$ cat config.mk
export PLATFORM = sky130hd
export DESIGN_NAME = rdma_wr_req_sink
export DESIGN_NICKNAME = d
export VERILOG_FILES = /design/src/rtl/rdma_wr_req_sink.sv
export SDC_FILE = /design/constraint.sdc
export NUM_CORES = 1
export LEC_CHECK = 0
export BUFFER_PORTS_ARGS = -buffer_cell sky130_fd_sc_hd__buf_4
export CAP_MARGIN = 10
export CORE_AREA = 5 5 559 561
export CTS_CLUSTER_DIAMETER = 50
export CTS_CLUSTER_SIZE = 12
export DETAILED_ROUTE_END_ITERATION = 8
export DIE_AREA = 0 0 564 566
export GPL_TIMING_DRIVEN = 0
export SKIP_CTS_REPAIR_TIMING = 1
export SYNTH_ARGS = -nofsm -noshare
export SYNTH_HDL_FRONTEND = slang
export SYNTH_SLANG_ARGS = --single-unit
export TNS_END_PERCENT = 5
$ cat constraint.sdc
create_clock -name nclk -period 8.3 [get_ports nclk]
set_input_delay 0.415 -clock nclk [delete_from_list [all_inputs] [get_ports nclk]]
set_output_delay 0.415 -clock nclk [all_outputs]
set_load 0.1 [all_outputs]
$ cat src/rtl/rdma_wr_req_sink.sv
// Memory-side sink for RoCE write requests: queues commands, issues one memory write
// per request, trims the data stream to exactly len bytes and reports a completion.
module rdma_wr_req_sink #(
    parameter int DATA_BITS  = 512,
    parameter int VADDR_BITS = 48,
    parameter int LEN_BITS   = 28,
    parameter int PID_BITS   = 6,
    parameter int VFID_BITS  = 4,
    parameter int CMD_DEPTH  = 4
) (
    input  logic                   nclk,
    input  logic                   nresetn,

    input  logic                   s_req_valid,
    output logic                   s_req_ready,
    input  logic [VADDR_BITS-1:0]  s_req_vaddr,
    input  logic [LEN_BITS-1:0]    s_req_len,
    input  logic [PID_BITS-1:0]    s_req_pid,
    input  logic [VFID_BITS-1:0]   s_req_vfid,
    input  logic                   s_req_host,

    input  logic                   s_axis_tvalid,
    output logic                   s_axis_tready,
    input  logic [DATA_BITS-1:0]   s_axis_tdata,
    input  logic [DATA_BITS/8-1:0] s_axis_tkeep,
    input  logic                   s_axis_tlast,

    output logic                   m_cmd_valid,
    input  logic                   m_cmd_ready,
    output logic [VADDR_BITS-1:0]  m_cmd_vaddr,
    output logic [LEN_BITS-1:0]    m_cmd_len,
    output logic                   m_cmd_host,

    output logic                   m_axis_tvalid,
    input  logic                   m_axis_tready,
    output logic [DATA_BITS-1:0]   m_axis_tdata,
    output logic [DATA_BITS/8-1:0] m_axis_tkeep,
    output logic                   m_axis_tlast,

    output logic                   m_cmpl_valid,
    input  logic                   m_cmpl_ready,
    output logic [PID_BITS-1:0]    m_cmpl_pid,
    output logic [VFID_BITS-1:0]   m_cmpl_vfid,
    output logic [LEN_BITS-1:0]    m_cmpl_len,
    output logic                   m_cmpl_err,

    output logic [31:0]            cnt_short,
    output logic [31:0]            cnt_long
);

    localparam int BYTES      = DATA_BITS / 8;
    localparam int OFF_BITS   = $clog2(BYTES);
    localparam int AW         = $clog2(CMD_DEPTH);
    localparam int CNT_W      = AW + 1;
    localparam int KEEP_CNT_W = $clog2(BYTES + 1);

    typedef enum logic [2:0] {IDLE, CMD, DATA, DRAIN, CMPL} state_t;

    function automatic logic [KEEP_CNT_W-1:0] popcount(input logic [BYTES-1:0] k);
        logic [KEEP_CNT_W-1:0] c;
        c = '0;
        for (int i = 0; i < BYTES; i++) c = c + KEEP_CNT_W'(k[i]);
        return c;
    endfunction

    // Byte-enable mask for the final beat; a zero remainder means a full beat.
    function automatic logic [BYTES-1:0] keep_mask(input logic [LEN_BITS-1:0] len);
        logic [OFF_BITS-1:0] rem;
        logic [BYTES-1:0]    m;
        rem = len[OFF_BITS-1:0];
        for (int i = 0; i < BYTES; i++) m[i] = (rem == '0) || (i < int'(rem));
        return m;
    endfunction

    logic [VADDR_BITS-1:0] fifo_vaddr [CMD_DEPTH];
    logic [LEN_BITS-1:0]   fifo_len   [CMD_DEPTH];
    logic [PID_BITS-1:0]   fifo_pid   [CMD_DEPTH];
    logic [VFID_BITS-1:0]  fifo_vfid  [CMD_DEPTH];
    logic                  fifo_host  [CMD_DEPTH];

    logic [AW-1:0]         wr_ptr, rd_ptr;
    logic [CNT_W-1:0]      count, count_nxt;
    logic                  req_ready_q;

    state_t                state;
    logic [VADDR_BITS-1:0] cur_vaddr;
    logic [LEN_BITS-1:0]   cur_len;
    logic [PID_BITS-1:0]   cur_pid;
    logic [VFID_BITS-1:0]  cur_vfid;
    logic                  cur_host;
    logic [LEN_BITS-1:0]   last_idx;
    logic [BYTES-1:0]      keep_last;
    logic [LEN_BITS-1:0]   beat_cnt;
    logic [LEN_BITS-1:0]   cmpl_len_q;
    logic                  cmpl_err_q;
    logic [31:0]           cnt_short_q, cnt_long_q;

    logic                  push, pop;
    logic                  in_data, at_last, out_hs, drain_last;
    logic [BYTES-1:0]      out_keep;

    assign push = s_req_valid && req_ready_q;
    assign pop  = (state == IDLE) && (count != '0);

    always_comb begin
        count_nxt = count;
        if (push && !pop)      count_nxt = count + CNT_W'(1);
        else if (!push && pop) count_nxt = count - CNT_W'(1);
    end

    always_ff @(posedge nclk) begin
        if (push) begin
            fifo_vaddr[wr_ptr] <= s_req_vaddr;
            fifo_len[wr_ptr]   <= s_req_len;
            fifo_pid[wr_ptr]   <= s_req_pid;
            fifo_vfid[wr_ptr]  <= s_req_vfid;
            fifo_host[wr_ptr]  <= s_req_host;
        end
    end

    // Data path is a straight pass-through while in DATA; only tkeep/tlast are shaped.
    assign in_data    = (state == DATA);
    assign at_last    = (beat_cnt == last_idx);
    assign out_keep   = at_last ? (s_axis_tkeep & keep_last) : s_axis_tkeep;
    assign out_hs     = m_axis_tvalid && m_axis_tready;
    assign drain_last = (state == DRAIN) && s_axis_tvalid && s_axis_tlast;

    assign m_axis_tvalid = in_data && s_axis_tvalid;
    assign m_axis_tdata  = in_data ? s_axis_tdata : '0;
    assign m_axis_tkeep  = in_data ? out_keep : '0;
    assign m_axis_tlast  = in_data && (at_last || s_axis_tlast);
    assign s_axis_tready = in_data ? m_axis_tready : (state == DRAIN);

    always_ff @(posedge nclk) begin
        if (!nresetn) begin
            state       <= IDLE;
            wr_ptr      <= '0;
            rd_ptr      <= '0;
            count       <= '0;
            req_ready_q <= 1'b0;
            cur_vaddr   <= '0;
            cur_len     <= '0;
            cur_pid     <= '0;
            cur_vfid    <= '0;
            cur_host    <= 1'b0;
            last_idx    <= '0;
            keep_last   <= '0;
            beat_cnt    <= '0;
            cmpl_len_q  <= '0;
            cmpl_err_q  <= 1'b0;
            cnt_short_q <= '0;
            cnt_long_q  <= '0;
        end else begin
            req_ready_q <= (count_nxt != CNT_W'(CMD_DEPTH));
            count       <= count_nxt;
            if (push) wr_ptr <= wr_ptr + AW'(1);
            if (pop)  rd_ptr <= rd_ptr + AW'(1);

            case (state)
                IDLE: begin
                    if (pop) begin
                        cur_vaddr <= fifo_vaddr[rd_ptr];
                        cur_len   <= fifo_len[rd_ptr];
                        cur_pid   <= fifo_pid[rd_ptr];
                        cur_vfid  <= fifo_vfid[rd_ptr];
                        cur_host  <= fifo_host[rd_ptr];
                        last_idx  <= (fifo_len[rd_ptr] - LEN_BITS'(1)) >> OFF_BITS;
                        keep_last <= keep_mask(fifo_len[rd_ptr]);
                        beat_cnt  <= '0;
                        if (fifo_len[rd_ptr] == '0) begin
                            cmpl_len_q <= '0;
                            cmpl_err_q <= 1'b0;
                            state      <= CMPL;
                        end else begin
                            state <= CMD;
                        end
                    end
                end
                CMD: begin
                    if (m_cmd_ready) state <= DATA;
                end
                DATA: begin
                    if (out_hs) begin
                        beat_cnt   <= beat_cnt + LEN_BITS'(1);
                        cmpl_len_q <= {beat_cnt[LEN_BITS-OFF_BITS-1:0], {OFF_BITS{1'b0}}}
                                      + LEN_BITS'(popcount(out_keep));
                        if (at_last) begin
                            if (s_axis_tlast) begin
                                cmpl_err_q <= 1'b0;
                                state      <= CMPL;
                            end else begin
                                cmpl_err_q <= 1'b1;
                                cnt_long_q <= cnt_long_q + 32'd1;
                                state      <= DRAIN;
                            end
                        end else if (s_axis_tlast) begin
                            cmpl_err_q  <= 1'b1;
                            cnt_short_q <= cnt_short_q + 32'd1;
                            state       <= CMPL;
                        end
                    end
                end
                DRAIN: begin
                    if (drain_last) state <= CMPL;
                end
                CMPL: begin
                    if (m_cmpl_ready) state <= IDLE;
                end
                default: state <= IDLE;
            endcase
        end
    end

    assign s_req_ready  = req_ready_q;
    assign m_cmd_valid  = (state == CMD);
    assign m_cmd_vaddr  = cur_vaddr;
    assign m_cmd_len    = cur_len;
    assign m_cmd_host   = cur_host;
    assign m_cmpl_valid = (state == CMPL);
    assign m_cmpl_pid   = cur_pid;
    assign m_cmpl_vfid  = cur_vfid;
    assign m_cmpl_len   = cmpl_len_q;
    assign m_cmpl_err   = cmpl_err_q;
    assign cnt_short    = cnt_short_q;
    assign cnt_long     = cnt_long_q;

endmodule
; ---- After elaboration in Yosys (flattened, before gate mapping)
; Memories as Yosys holds them, arrays and structs flattened. A register that Yosys moved wholly into a read port is not among the register bits.
; Cells that the tools add are included.
[op_classes]
n_eq_ne = 13
bitwise_logic = 3
n_mux = 34
reduce_logical = 91
magnitude_cmp = 63
n_addsub = 72
[ops]
columns = op, n
row1 = $mux 512, 1
row2 = $add 7x1->7, 57
row3 = $lt 6x6->1 const A, 31
row4 = $mux 28, 5
row5 = $mux 64, 2
row6 = $pmux 28 s2, 2
row7 = $lt 5x6->1 const A, 16
row8 = $add 32x1->32 const B, 2
row9 = $and 64x64->64, 1
row10 = $logic_or 1x1->1, 64
row11 = $lt 4x6->1 const A, 8
row12 = $mux 3, 11
row13 = $add 28x1->28 const B, 1
row14 = $add 28x7->28, 1
row15 = $eq 28x22->1, 1
row16 = $logic_not 28->1, 1
row17 = $sub 28x1->28 const B, 1
row18 = $lt 3x6->1 const A, 4
row19 = $pmux 3 s5, 1
row20 = $lt 1x6->1 const A, 2
row21 = $lt 2x6->1 const A, 2
row22 = $reduce_and 4->1, 3
row23 = $logic_and 1x1->1, 9
row24 = $mux 1, 9
row25 = other kinds (28), 41
[word_totals]
n_memories = 5
register_bits = 246
out_inout_bits = 762
ram_bits = 348
word_cells = 294
[memory_table]
columns = name, depth, word_bits, read_ports, rd_clocked_by_memory_dff, write_ports, line
row1 = fifo_vaddr, 4, 48, 1, 1, 1, 75  ; logic [VADDR_BITS-1:0] fifo_vaddr [CMD_DEPTH];
row2 = fifo_len, 4, 28, 1, 1, 1, 76  ; logic [LEN_BITS-1:0] fifo_len [CMD_DEPTH];
row3 = fifo_pid, 4, 6, 1, 1, 1, 77  ; logic [PID_BITS-1:0] fifo_pid [CMD_DEPTH];
row4 = fifo_vfid, 4, 4, 1, 1, 1, 78  ; logic [VFID_BITS-1:0] fifo_vfid [CMD_DEPTH];
row5 = fifo_host, 4, 1, 1, 1, 1, 79  ; logic fifo_host [CMD_DEPTH];

; ---- Longest topological paths before layout
[logic_depth]
depth_word = 68
depth_mapped = 30
mapped_depth_nobuf = 27

; ---- Worst setup path after synthesis
; No wires, ideal clock.
[synth_timing]
kind = reg-to-reg
from = register beat_cnt[8]
to = register cmpl_len_q[24], in the netlist m_cmpl_len[24]
stages_incl_launch_ff = 29
setup_slack_ns = -0.217
setup_ns = 0.117
arrival_ns = 8.400
required_ns = 8.183
path_buffers = 2
path_cell_list = dfxtp_1 > clkbuf_1 > xnor2_1 > nand4_1 > nor4_1 > nand2_1 > clkbuf_1 > o21a_1 > fa_1 > inv_1 > fa_1 > inv_1 > fa_1 > fa_1 > fa_1 > fa_1 > fa_1 > inv_1 > fa_1 > inv_1 > ha_1 > inv_1 > fa_1 > nor2b_1 > o31ai_1 > a2111oi_0 > nand2_1 > xnor2_1 > a32o_1
[synth_between]
elab_chain_cells = 68
[synth_rtl]
columns = element, line
row1 = "start, declared", 93  ; logic [LEN_BITS-1:0] beat_cnt;
row2 = "start signal, assigned", 184  ; beat_cnt <= beat_cnt + LEN_BITS'(1);
row3 = $eq 28x22->1, 123  ; assign at_last = (beat_cnt == last_idx);
row4 = $mux 64, 124  ; assign out_keep = at_last ? (s_axis_tkeep & keep_last) : s_axis_tkeep;
row5 = $add 1x1->2, 62  ; for (int i = 0; i < BYTES; i++) c = c + KEEP_CNT_W'(k[i]);
row6 = $add 2x1->3, 62
row7 = $add 3x1->4, 62
row8 = $add 4x1->5, 62
row9 = $add 5x1->6, 62
row10 = $add 6x1->7, 62
row11 = $add 7x1->7 (57 in series), 62
row12 = $add 28x7->28 *, 186  ; + LEN_BITS'(popcount(out_keep));
row13 = $mux 28 *, 183  ; if (out_hs) begin
row14 = $pmux 28 s2 *, 159  ; case (state)
row15 = "end signal, assigned", 185  ; cmpl_len_q <= {beat_cnt[LEN_BITS-OFF_BITS-1:0], {OFF_BITS{1'b0}}}
row16 = "end, declared", 94  ; logic [LEN_BITS-1:0] cmpl_len_q;
; Mark *: on every way between the ends. The rest lies on a longest branch, timed or not. The select of a mux whose other input is x is not followed.
; A chain may end at the register's enable or synchronous reset.

; ---- Final worst setup path
[layout_timing]
from = register beat_cnt[7]
to = register cmpl_len_q[24], in the netlist m_cmpl_len[24]
; The elaborated chain is that of the path after synthesis.

==> flow_summary.yaml <==
setup_path:
  ff2ff_setup_slack_ps: 110
  r2r_start: "beat_cnt[7]"
  crit_buf_inv: 7
  end_kind: "flop"
  r2r_end: "m_cmpl_len[24]"
  cp_slowest_cell: "fa_1"
  critPathMaxFanout: 10
  rr_worst_depth: 28
  setup.worst_path.start_class: "flop"
  path_delay_family: "adder cells"
  cp.arrival_ps: 8740
  crit_path_max_incr_delay_ps: 580
  required_ps: 8850
  cp_common_cell: "fa_1"
  crit_type: "flop to flop"
sta:
  worst_pin_slew_ps: 1299
  skew_ps: 65.32
  relSlewSlack_pct: 13.39
  maxSlewViolCount: 0
  hold_viol: 0
  holdWs_ps: 50.63
  period_share_pct: 98.71
  finalSetupViolations: 0
  setup_ws_ps: 107.1
  rsz0062_at_grt: "yes"
  max_freq_mhz: 122.1
  min_period_ps: 8193
synth:
  synth_warnings: 0
  avgSynthCellArea_um2: 10.80
  synth_top_area_share_pct: 32.89
  ys_top_cells_by_area: "edfxtp_1 33%, dfxtp_1 19%, and2_1 11%"
  synth_edf_count: 348
  ys.flop_type: "edfxtp_1"
  ys_seq_area_share_pct: 52.23
  ys_types: 64
  syn_inst: 2942
  syn_nets: 3692
  synthArstFlopShare_pct: 0
  synth_area_um2: 31780
  synth-seq-cells: 655
  yosys.area.top_type: "edfxtp_1"
min_path:
  worstHoldPathCells: 3
  min_to: "wr_ptr[1]"
  min_from: "s_req_valid"
  hold_class: "input pin to flop"
route:
  drc_errors: 0
  highest_layer: "met5"
  routedWlPerCell_um: 43.32
  drt_iter0_markers: 2847
  drt_wl_total_um: 386800
  viasPerCell: 3.648
  wl_met3_um: 30640
  drt-met1-wl_um: 97130
  vias: 32573
  dr_wl_met2_um: 225500
  drt_first_pass_iters: 5
  drtAntennaViolNets: 0
pwr:
  p_total_mw: 25.38
  p_leak_nw: 20.50
  p_per_area_nw_per_um2: 487.4
  ir_worst_vdd_v: 0.001191
clocking:
  clockBufferDepth: 3
  cts_buffers: 76
  clk_transition_reported_paths_ps: 70
  insertion_delay_ps: 700
  clock-sinks: 655
  cts_tree: "built"
  htreeDepth: 3
  cts-root-buf: "clkbuf_16"
layout:
  stdcell_count: 8929
  layout_common_cells: "1449 x buf_4, 565 x and2_1, 348 x edfxtp_1"
  syn_to_final_growth_pct: 63.90
  fin_nets: 5302
  final_cell_area_um2: 52080
  final_layout_size_suffix_gt1_share_pct: 37.86
  final_common_cell: "buf_4"
global_route:
  grt_pass1_wl_um: 449800
  gr-total-overflow: 0
  grt_pass1_vias: 30434
  track_usage_pct: 23.17
  grt_max_degree: 54
  antenna_found_initial: 399
flow_run:
  maxCapViolCount: 0
placed_design:
  dpl_cell_area_um2: 47960
  dp_slack_ps: -2381
  dp_hpwl_um: 351800
  gp_congestion: 0.9872
  dp_cells: 8507
  portBuffers: 1431
floorplan:
  start_util_pct: 10.34
  row_count: 204
  die_area_um2: 319200
  core-area_um2: 307300
  die_x_um: 564
  io_pins: 1433
  die_h_um: 566
status:
  status: "finished, final reports clean"
-- where the power goes --
group	switching [mW]	leakage (nW)	internal [mW]
combinational	13.0	13.7	4.93
clock	1.49	1.14	1.80
sequential	0.255	5.67	3.87
-- per-stage QoR --
stage,util (%),setup TNS (ps)
finish,16.95,0
global route,16.91,-88.56
CTS,16.39,-50250
detailed placement,15.61,-49610
global placement,15.52,-72230
floorplan,-,0
-- worst min-delay path, delay by kind of cell --
family / cells / cell delay (ps)
simple gates: 1 / 90
buf+inv: 1 / 140
compound gates: 1 / 60
-- kinds of logic after synthesis --
kind of cell | count (synthesis) | share of synthesized area (%)
xor gates and xnor gates | 103 | 2.839
adders and majority gates | 80 | 4.418
AOI/OAI and AO/OA | 440 | 8.454
buffers and inverters | 274 | 3.449
DFF | 655 | 52.23
muxes | 119 | 7.174
and+or+nand+nor | 1271 | 21.44
-- cell type report --
| cell class | instances | area (µm²) |
|---|---|---|
| sequential | 655 | 16630 |
| clock buffer | 109 | 2056 |
| clock inverter | 29 | 351.6 |
| tap | 4120 | 5155 |
| fill | 34612 | 255200 |
| timing repair buffer | 1545 | 11940 |
| buffer | 195 | 852.1 |
| multi-input combinational | 2014 | 14360 |
| antenna | 197 | 493.0 |
| inverter | 65 | 244.0 |
-- per-layer routing --
metal	up-vias	GRT usage, %
li1	13729	-
met1	15648	16.77
met2	2086	47.07
met3	976	8.009
met4	134	18.17
met5	-	0
-- sequential cells by signal, indices dropped and copies added, names as in the netlist, 2 cells and up, named ones only --
register,flops
wr_ptr,2
beat_cnt,28
fifo_pid,24
state,3
cnt_short,32
cnt_long,32
fifo_len,112
keep_last,64
m_cmpl_vfid,4
fifo_host,4
count,3
m_cmpl_len,28
fifo_vaddr,192
m_cmd_len,28
rd_ptr,2
fifo_vfid,16
last_idx,22
m_cmd_vaddr,48
m_cmpl_pid,6
-- synthesized netlist by cell type, types with 23 or more instances --
cell type,number
nand4_1,36
o21ai_1,25
mux2i_1,32
xnor2_1,53
nor3_1,34
and2_1,565
edfxtp_1,348
a21oi_1,164
o21a_1,45
ha_1,25
clkbuf_1,184
and3_1,23
fa_1,54
nand2b_1,34
dfxtp_1,307
inv_1,64
nor2_1,153
nand3_1,37
xor2_1,50
mux4_2,87
nand2_1,302
o21ai_0,92
-- worst max-delay path by stage --
| stage | start | end | slack (ps) | cells past startpoint |
|---|---|---|---|---|
| finish | beat_cnt[7] | m_cmpl_len[24] | 110 | 28 |
| global route | beat_cnt[7] | m_cmpl_len[24] | -60 | 28 |
| CTS | beat_cnt[11] | m_cmpl_len[16] | -2410 | 29 |
| detailed placement | beat_cnt[11] | m_cmpl_len[16] | -2380 | 29 |
| global placement | beat_cnt[15] | m_cmpl_len[24] | -3530 | 28 |
| floorplan | beat_cnt[11] | m_cmpl_len[24] | 30 | 29 |
Power figures use the tool's default switching activity.
